==> src/rtl/dac_pair_scheduler_if.sv <==
// Handshake bundle between the DSP sources, the pair scheduler and the DAC driver.
// The master modport is the scheduler's view; slave is the surrounding environment.
interface dac_pair_scheduler_if #(
    parameter int unsigned DATA_WIDTH = 14
);
    logic                  src_a_valid;
    logic [DATA_WIDTH-1:0] src_a_data;
    logic                  src_a_rdy;
    logic                  src_b_valid;
    logic [DATA_WIDTH-1:0] src_b_data;
    logic                  src_b_rdy;
    logic                  drv_valid;
    logic                  drv_channel;
    logic [DATA_WIDTH-1:0] drv_data;
    logic                  drv_rdy;

    modport master (
        input  src_a_valid,
        input  src_a_data,
        output src_a_rdy,
        input  src_b_valid,
        input  src_b_data,
        output src_b_rdy,
        output drv_valid,
        output drv_channel,
        output drv_data,
        input  drv_rdy
    );

    modport slave (
        output src_a_valid,
        output src_a_data,
        input  src_a_rdy,
        output src_b_valid,
        output src_b_data,
        input  src_b_rdy,
        input  drv_valid,
        input  drv_channel,
        input  drv_data,
        output drv_rdy
    );
endinterface

==> src/rtl/dac_pair_scheduler.sv <==
// Sample-rate scheduler for the dual-channel DAC driver: divides clk down to a sample tick,
// buffers one sample per channel and emits an A-then-B word pair per tick.
module dac_pair_scheduler #(
    parameter int unsigned           DATA_WIDTH   = 14,
    parameter int unsigned           TICK_DIVIDER = 125,
    parameter logic [DATA_WIDTH-1:0] INIT_A       = '0,
    parameter logic [DATA_WIDTH-1:0] INIT_B       = '0
) (
    input  logic                 clk,
    input  logic                 reset,
    input  logic                 enable,
    input  logic                 clear,
    dac_pair_scheduler_if.master bus,
    output logic                 tick,
    output logic [7:0]           underrun_a,
    output logic [7:0]           underrun_b,
    output logic [15:0]          miss_cnt
);
    localparam int unsigned         DivWidth = $clog2(TICK_DIVIDER);
    localparam logic [DivWidth-1:0] DivLast  = DivWidth'(TICK_DIVIDER - 1);

    typedef enum logic [1:0] {
        StIdle,
        StWaitRdy,
        StSendA,
        StSendB
    } state_e;

    state_e                state_q, state_d;
    logic [DivWidth-1:0]   div_q, div_d;
    logic                  tick_q, tick_d;

    logic                  full_a_q, full_a_d;
    logic                  full_b_q, full_b_d;
    logic [DATA_WIDTH-1:0] buf_a_q, buf_a_d;
    logic [DATA_WIDTH-1:0] buf_b_q, buf_b_d;
    logic [DATA_WIDTH-1:0] last_a_q, last_a_d;
    logic [DATA_WIDTH-1:0] last_b_q, last_b_d;

    logic                  drv_valid_q, drv_valid_d;
    logic                  drv_channel_q, drv_channel_d;
    logic [DATA_WIDTH-1:0] drv_data_q, drv_data_d;

    logic [7:0]            underrun_a_q, underrun_a_d;
    logic [7:0]            underrun_b_q, underrun_b_d;
    logic [15:0]           miss_q, miss_d;
    logic                  inc_ua, inc_ub, inc_miss;

    always_comb begin
        div_d  = div_q;
        tick_d = 1'b0;
        if (!enable) begin
            div_d = '0;
        end else if (div_q == DivLast) begin
            div_d  = '0;
            tick_d = 1'b1;
        end else begin
            div_d = div_q + DivWidth'(1);
        end
    end

    // Outputs are computed for the state being entered so they leave the flops aligned with it.
    always_comb begin
        state_d       = state_q;
        full_a_d      = full_a_q;
        full_b_d      = full_b_q;
        buf_a_d       = buf_a_q;
        buf_b_d       = buf_b_q;
        last_a_d      = last_a_q;
        last_b_d      = last_b_q;
        drv_valid_d   = 1'b0;
        drv_channel_d = drv_channel_q;
        drv_data_d    = drv_data_q;
        inc_ua        = 1'b0;
        inc_ub        = 1'b0;
        inc_miss      = tick_q && (state_q != StIdle);

        // A load needs an empty buffer and a consume needs a full one, so they never collide.
        if (bus.src_a_valid && !full_a_q) begin
            full_a_d = 1'b1;
            buf_a_d  = bus.src_a_data;
        end
        if (bus.src_b_valid && !full_b_q) begin
            full_b_d = 1'b1;
            buf_b_d  = bus.src_b_data;
        end

        unique case (state_q)
            StIdle: begin
                if (tick_q) begin
                    state_d = StWaitRdy;
                end
            end
            StWaitRdy: begin
                if (bus.drv_rdy) begin
                    state_d       = StSendA;
                    drv_valid_d   = 1'b1;
                    drv_channel_d = 1'b0;
                    if (full_a_q) begin
                        drv_data_d = buf_a_q;
                        last_a_d   = buf_a_q;
                        full_a_d   = 1'b0;
                    end else begin
                        drv_data_d = last_a_q;
                        inc_ua     = 1'b1;
                    end
                end
            end
            StSendA: begin
                state_d       = StSendB;
                drv_valid_d   = 1'b1;
                drv_channel_d = 1'b1;
                if (full_b_q) begin
                    drv_data_d = buf_b_q;
                    last_b_d   = buf_b_q;
                    full_b_d   = 1'b0;
                end else begin
                    drv_data_d = last_b_q;
                    inc_ub     = 1'b1;
                end
            end
            StSendB: begin
                state_d = StIdle;
            end
            default: begin
                state_d = StIdle;
            end
        endcase
    end

    always_comb begin
        underrun_a_d = underrun_a_q;
        underrun_b_d = underrun_b_q;
        miss_d       = miss_q;
        if (clear) begin
            underrun_a_d = '0;
            underrun_b_d = '0;
            miss_d       = '0;
        end else begin
            if (inc_ua && (underrun_a_q != '1)) begin
                underrun_a_d = underrun_a_q + 8'd1;
            end
            if (inc_ub && (underrun_b_q != '1)) begin
                underrun_b_d = underrun_b_q + 8'd1;
            end
            if (inc_miss && (miss_q != '1)) begin
                miss_d = miss_q + 16'd1;
            end
        end
    end

    always_ff @(posedge clk or posedge reset) begin
        if (reset) begin
            state_q       <= StIdle;
            div_q         <= '0;
            tick_q        <= 1'b0;
            full_a_q      <= 1'b0;
            full_b_q      <= 1'b0;
            buf_a_q       <= '0;
            buf_b_q       <= '0;
            last_a_q      <= INIT_A;
            last_b_q      <= INIT_B;
            drv_valid_q   <= 1'b0;
            drv_channel_q <= 1'b0;
            drv_data_q    <= '0;
            underrun_a_q  <= '0;
            underrun_b_q  <= '0;
            miss_q        <= '0;
        end else begin
            state_q       <= state_d;
            div_q         <= div_d;
            tick_q        <= tick_d;
            full_a_q      <= full_a_d;
            full_b_q      <= full_b_d;
            buf_a_q       <= buf_a_d;
            buf_b_q       <= buf_b_d;
            last_a_q      <= last_a_d;
            last_b_q      <= last_b_d;
            drv_valid_q   <= drv_valid_d;
            drv_channel_q <= drv_channel_d;
            drv_data_q    <= drv_data_d;
            underrun_a_q  <= underrun_a_d;
            underrun_b_q  <= underrun_b_d;
            miss_q        <= miss_d;
        end
    end

    assign bus.src_a_rdy   = ~full_a_q;
    assign bus.src_b_rdy   = ~full_b_q;
    assign bus.drv_valid   = drv_valid_q;
    assign bus.drv_channel = drv_channel_q;
    assign bus.drv_data    = drv_data_q;
    assign tick            = tick_q;
    assign underrun_a      = underrun_a_q;
    assign underrun_b      = underrun_b_q;
    assign miss_cnt        = miss_q;
endmodule

==> src/flat_wrapper.sv <==
// flat-port wrapper written by rule: the top's interface ports become plain ports
module dac_pair_scheduler_flat 
#(
    parameter int unsigned           DATA_WIDTH   = 14,
    parameter int unsigned           TICK_DIVIDER = 125,
    parameter logic [DATA_WIDTH-1:0] INIT_A       = '0,
    parameter logic [DATA_WIDTH-1:0] INIT_B       = '0
)
  (clk, reset, enable, clear, tick, underrun_a, underrun_b, miss_cnt, bus_src_a_valid, bus_src_a_data, bus_src_a_rdy, bus_src_b_valid, bus_src_b_data, bus_src_b_rdy, bus_drv_valid, bus_drv_channel, bus_drv_data, bus_drv_rdy);
  dac_pair_scheduler_if #(.DATA_WIDTH(DATA_WIDTH)) bus_i ();
  input  logic clk;
  input  logic reset;
  input  logic enable;
  input  logic clear;
  output logic tick;
  output logic [7:0] underrun_a;
  output logic [7:0] underrun_b;
  output logic [15:0] miss_cnt;
  input wire logic [$bits(bus_i.src_a_valid)-1:0] bus_src_a_valid;
  input wire logic [$bits(bus_i.src_a_data)-1:0] bus_src_a_data;
  output wire logic [$bits(bus_i.src_a_rdy)-1:0] bus_src_a_rdy;
  input wire logic [$bits(bus_i.src_b_valid)-1:0] bus_src_b_valid;
  input wire logic [$bits(bus_i.src_b_data)-1:0] bus_src_b_data;
  output wire logic [$bits(bus_i.src_b_rdy)-1:0] bus_src_b_rdy;
  output wire logic [$bits(bus_i.drv_valid)-1:0] bus_drv_valid;
  output wire logic [$bits(bus_i.drv_channel)-1:0] bus_drv_channel;
  output wire logic [$bits(bus_i.drv_data)-1:0] bus_drv_data;
  input wire logic [$bits(bus_i.drv_rdy)-1:0] bus_drv_rdy;
  assign bus_i.src_a_valid = bus_src_a_valid;
  assign bus_i.src_a_data = bus_src_a_data;
  assign bus_src_a_rdy = bus_i.src_a_rdy;
  assign bus_i.src_b_valid = bus_src_b_valid;
  assign bus_i.src_b_data = bus_src_b_data;
  assign bus_src_b_rdy = bus_i.src_b_rdy;
  assign bus_drv_valid = bus_i.drv_valid;
  assign bus_drv_channel = bus_i.drv_channel;
  assign bus_drv_data = bus_i.drv_data;
  assign bus_i.drv_rdy = bus_drv_rdy;
  dac_pair_scheduler #(.DATA_WIDTH(DATA_WIDTH), .TICK_DIVIDER(TICK_DIVIDER), .INIT_A(INIT_A), .INIT_B(INIT_B)) u_core (.clk(clk), .reset(reset), .enable(enable), .clear(clear), .bus(bus_i), .tick(tick), .underrun_a(underrun_a), .underrun_b(underrun_b), .miss_cnt(miss_cnt));
endmodule
==> config.mk <==
export PLATFORM = sky130hd
export DESIGN_NAME = dac_pair_scheduler_flat
export DESIGN_NICKNAME = d
export VERILOG_FILES = /design/src/rtl/dac_pair_scheduler_if.sv /design/src/rtl/dac_pair_scheduler.sv /design/src/flat_wrapper.sv
export SDC_FILE = /design/constraint.sdc
export NUM_CORES = 1
export LEC_CHECK = 0
export BUFFER_PORTS_ARGS = -buffer_cell sky130_fd_sc_hd__buf_2
export CAP_MARGIN = 20
export CORE_ASPECT_RATIO = 0.9
export CORE_UTILIZATION = 45
export DETAILED_ROUTE_END_ITERATION = 8
export PLACE_DENSITY = 0.66
export SLEW_MARGIN = 20
export SYNTH_ARGS = -nofsm -noshare
export SYNTH_HDL_FRONTEND = slang
export SYNTH_SLANG_ARGS = --single-unit
==> constraint.sdc <==
create_clock -name clk -period 5.2 [get_ports clk]
set_input_delay 0.52 -clock clk [delete_from_list [all_inputs] [get_ports clk]]
set_output_delay 0.52 -clock clk [all_outputs]
set_load 0.01 [all_outputs]
**After elaboration in Yosys (flattened, before gate mapping)**

Index checks and enable logic that the tools add are counted.

- Muxes and demuxes: 33
- Add/sub/neg operators: 4
- Equality and inequality tests: 9
- Reduce and logical (&&, ||, !) cells: 17
- $mul: 0
- Bitwise operators: 2
- Shift operators: 0
- Div/mod/pow operators: 0
- Magnitude comparators: 0

Operators with widths:

| cell | number |
|---|---|
| 2-to-1 mux 14 bit | 3 |
| 2-to-1 mux 16 bit | 2 |
| 2-to-1 mux 8 bit | 4 |
| case mux 14 bit (2 select lines) | 1 |
| adder 16 x 1 -> 16 bit (second input constant) | 1 |
| adder 8 x 1 -> 8 bit (second input constant) | 2 |
| 2-to-1 mux 1 bit | 16 |
| inequality test 16 bit (second input constant) | 1 |
| inequality test 8 bit (second input constant) | 2 |
| 2-to-1 mux 7 bit | 2 |
| nonzero test 2 bit | 5 |
| case mux 2 bit (4 select lines) | 1 |
| adder 7 x 1 -> 7 bit (second input constant) | 1 |
| equality test 7 bit (second input constant) | 1 |
| logical AND 1 bit | 6 |
| AND reduction 2 bit | 3 |
| equality test 2 bit (second input constant) | 2 |
| 2-to-1 mux 2 bit | 2 |
| case mux 1 bit (2 select lines) | 2 |
| equality test 2 x 1 -> 1 bit (second input constant) | 1 |
| zero test 1 bit | 2 |
| zero test 2 bit | 1 |
| inequality test 2 x 1 -> 1 bit (second input constant) | 1 |
| inequality test 2 bit (second input constant) | 1 |
| inverter 1 bit | 2 |

- Logic and storage cells: 80
- Bits in read-only memories: 0
- Input port bits: 35
- Bits in registers: 116
- Memories kept: 0
- Bits in writable memories: 0
- Output and inout bits: 51
- Latch bits: 0

**Logic depth before layout (Yosys ltp)**

- Depth in word-level cells: 6
- Gate-level depth with buffers: 8
- Gate-level depth less buffers: 6

**Least setup slack after synthesis**

Ideal clock, no wire load.

- Kind: register -> register
- Start point: reg u_core.state_q[0]
- End point: reg u_core.miss_q[14] (netlist: u_core.miss_cnt[14])
- Arrival time: 1.833 ns
- Library setup time: 0.078 ns
- Period minus slack after synthesis: 1.911 ns
- Required time: 5.122 ns
- Setup slack: 3.289 ns
- Buffers on the path: 1
- Stages on the path, launching flop included: 8
- Cell sequence: dfrtp_1 -> inv_1 -> ha_1 -> nor2b_1 -> or3b_1 -> clkbuf_1 -> or4_1 -> a21oi_1

- Longest elaborated chain between the ends: 4

RTL lines:

| item | line | source |
|---|---|---|
| start: declaration | dac_pair_scheduler.sv:29 | `state_e state_q, state_d;` |
| start signal: assignment | dac_pair_scheduler.sv:154 | `state_q <= StIdle;` |
| start signal: assignment | dac_pair_scheduler.sv:170 | `state_q <= state_d;` |
| nonzero test 2 bit | dac_pair_scheduler.sv:76 | `inc_miss = tick_q && (state_q != StIdle);` |
| logical AND 1 bit | dac_pair_scheduler.sv:76 |  |
| logical AND 1 bit | dac_pair_scheduler.sv:146 | `if (inc_miss && (miss_q != '1)) begin` |
| nonzero test 2 bit (no source line) | n/a |  |
| end signal: assignment | dac_pair_scheduler.sv:184 | `miss_q <= miss_d;` |
| end: declaration | dac_pair_scheduler.sv:46 | `logic [15:0] miss_q, miss_d;` |

Every way passes these cells.
A chain may end at the register's enable or synchronous reset.

**Final worst setup path**

- Start point: reg u_core.state_q[0]
- End point: reg u_core.underrun_b_q[5] (netlist: u_core.underrun_b[5])

- Longest elaborated chain between the ends: 4

RTL lines:

| item | line | source |
|---|---|---|
| equality test 2 bit | dac_pair_scheduler.sv:88 | `unique case (state_q)` |
| 2-to-1 mux 1 bit | dac_pair_scheduler.sv:88 |  |
| logical AND 1 bit | dac_pair_scheduler.sv:143 | `if (inc_ub && (underrun_b_q != '1)) begin` |
| nonzero test 2 bit (no source line) | n/a |  |
| end signal: assignment | dac_pair_scheduler.sv:183 | `underrun_b_q <= underrun_b_d;` |
| end: declaration | dac_pair_scheduler.sv:45 | `logic [7:0] underrun_b_q, underrun_b_d;` |

Every way passes these cells.

==> results.cfg <==
[layout]
fill_cells = 1085
regArea_mm2 = 0.00290
multiInputGateArea_mm2 = 0.00226
syn_to_final_growth_pct = 21.4
antenna_cells = 0
utilization_pct = 56.4
drive_above_1_share_pct = 26.1
fin_nets = 625

[floorplan]
io_pins = 86
die_w_um = 117
die-area_mm2 = 0.0123
core_area_mm2 = 0.0115
die_h_um = 105
start_util_pct = 46.5
rows = 37

[sta]
final.setup.tns_ns = 0
period_share_pct = 43.2
hold_ws_ns = 0.317
rsz0062_at_grt = no
slew_violations = 0
hold_viol = 0
worst_pin_slew_ns = 0.946
skew_ns = 0.00869
setup_viol = 0
slew_headroom_pct = 37.0
setup_slack_ns = 2.95
clock.fmax_mhz = 445
min_period_ns = 2.25

[power]
p_leak_nw = 3.02
peakVddDrop_uv = 338
p_per_area_mw_per_mm2 = 556

[detailed_routing]
drt_iter0_drc = 185
route.vias.total = 3940
routed_wl_um = 11000
drc = 0
antenna_left = 0
avgViaCountPerCell = 5.26
dr.pass1.iters = 4
wire_per_inst_um = 14.7

[setup_path]
critPathMaxFanout = 35
cp.arrival_ns = 2.57
rr_startpoint = u_core.state_q[0]$_DFFE_PP0P_
end_kind = flip-flop
cpPeakStageDelay_ns = 0.62
critPathRequiredTime_ns = 5.52
cp_slowest_cell = ha_2
startpoint = u_core.state_q[0]$_DFFE_PP0P_
critical_path_class = reg2reg
critical_path.top_delay_family = simple AND/OR/NAND/NOR gates
cp_cell_sequence = inv_1 -> ha_2 -> nor2b_1 -> o31ai_2 -> or4_1 -> a21oi_1
crit_buf_inv = 1
start_kind = flip-flop

[synthesis]
ys.warnings.count = 0
synth.avg_cell_area_um2 = 10.7
synth_top_area_share_pct = 54.4
syn_area_mm2 = 0.00534
synthTopCellsByArea = dfrtp_1 (54%), a21oi_1 (6.2%), mux2_2 (6.1%)
ys_seq_elements = 116
synth_edf_count = 0
ys_types = 41
synth_largest_area_cell = dfrtp_1
yosysSeqAreaShare_pct = 54.4
ys_top_cells_by_count = dfrtp_1 (116), a21oi_1 (66), nand2_1 (43)
syn-instance-count = 500
synth_nets = 544
synthArstFlopShare_pct = 100
yosysMostFrequentCell = dfrtp_1
yosys_most_used_dff = dfrtp_1

[clock_network]
clkLatencyLatePin_ns = 0.41
cts_sinks = 116
clk_pin_slew_worst_paths_ns = 0.05
clockBufferDepth = 2
cts_max_level = 4
post-cts-setup-buffers = 0
ctsResizeCount = 0
cts_root_buffer = clkbuf_16
cts_tree = built
hold_buffers = 0
cts_made_buffers = 17

[placement]
place_congestion = 0.786
port_buffers = 85
dp_hpwl_um = 7530
pre_cts_ws_ns = 2.60

[run]
drv_cap = 0

[global_routing]
grt_max_degree = 76
grt_pass1_wl_um = 18600
grt_use_total_pct = 19.8
grt.overflow.total = 0
grt_antenna_before_repair = 0
grt_pass1_vias = 3782

[min_path]
holdCritPathClass = in2async

[status]
status = complete, no violations
## sequential cells by signal, summed over array words and instances, names as in the netlist, 8 cells and up
name,cells
u_core.underrun_b,8
u_core.buf_a_q,14
u_core.buf_b_q,14
u_core.miss_cnt,16
u_core.underrun_a,8
u_core.last_a_q,14
u_core.bus.drv_data,14
u_core.last_b_q,14
## cell usage in the layout (no fill, tap or decap), drive strengths merged, types with 2 or more instances in the layout
cell type | synthesis | layout
or3 | 11 | 11
and4 | 4 | 4
and3 | 4 | 4
nor2b | 4 | 4
buf | 5 | 86
o21ai | 11 | 11
mux2 | 29 | 29
nor4 | 2 | 2
nand4 | 6 | 6
nand2b | 2 | 2
o21a | 15 | 15
o31ai | 12 | 12
inv | 28 | 28
ha | 9 | 9
nand2 | 43 | 43
bufinv | 0 | 2
dfrtp | 116 | 116
xnor2 | 4 | 4
a21o | 2 | 2
clkbuf | 19 | 22
a211oi | 2 | 2
a21oi | 67 | 67
xor2 | 8 | 8
mux2i | 31 | 31
or4 | 10 | 10
clkinv | 0 | 5
clkinvlp | 0 | 2
nor2 | 33 | 33
nand3 | 13 | 13
## layout make-up
cell class	count	area share, %
Clock inverter	9	1.60
Tap cell	156	3.01
Sequential cell	116	44.8
Multi-Input combinational cell	332	34.9
Timing Repair Buffer	86	6.69
Clock buffer	22	7.32
Inverter	28	1.66
## cells by family after synthesis
group                      share of synthesized area (%)
AOI/OAI and AO/OA                                   12.8
xor gates and xnor gates                            1.97
adders and majority gates                           2.11
buffers and inverters                               3.78
DFF                                                 54.4
muxes                                               11.9
and+or+nand+nor                                     13.0
## per-stage QoR
step           std cells  power [mW]  instance area (um2)
6_report             749        3.60                 6470
3_5_place_dp         718        2.50                 5870
4_1_cts              749        3.64                 6450
2_1_floorplan        500        2.21                 5340
3_3_place_gp         718        2.45                 5870
5_1_grt              749        3.85                 6470
## power by group
group | switching (mW) | total [mW] | leakage (nW) | internal (mW)
Clock | 0.384 | 1.12 | 0.282 | 0.736
Combinational | 0.548 | 1.04 | 1.33 | 0.489
Sequential | 0.232 | 1.45 | 1.42 | 1.21
Total | 1.16 | 3.60 | 3.02 | 2.44
## routing by layer
| layer | vias up | part of all wire, % | global-route usage (%) |
|---|---|---|---|
| met5 | - | 0 | 0 |
| met4 | 0 | 0.92 | 5.97 |
| met3 | 5 | 4.3 | 6.27 |
| met2 | 79 | 46 | 28.6 |
| met1 | 1927 | 49 | 28.5 |
| li1 | 1929 | - | - |
## path summary, 6_finish.rpt
kind                       slack (ns)                          endpoint  depth (start not counted)
hold reg to reg                  0.47   u_core.last_b_q[11]$_DFFE_PP0P_                          1
max in group asynchronous        3.80   u_core.miss_cnt[14]$_DFFE_PP0P_                          3
hold / removal                   0.32    u_core.last_a_q[9]$_DFFE_PP0P_                          2
min in group clk                 0.34     u_core.buf_a_q[1]$_DFFE_PP0P_                          2
setup / recovery                 2.95  u_core.underrun_b[5]$_DFFE_PP0P_                          6
setup reg to reg                 2.95  u_core.underrun_b[5]$_DFFE_PP0P_                          6
Power figures use the tool's default switching activity.
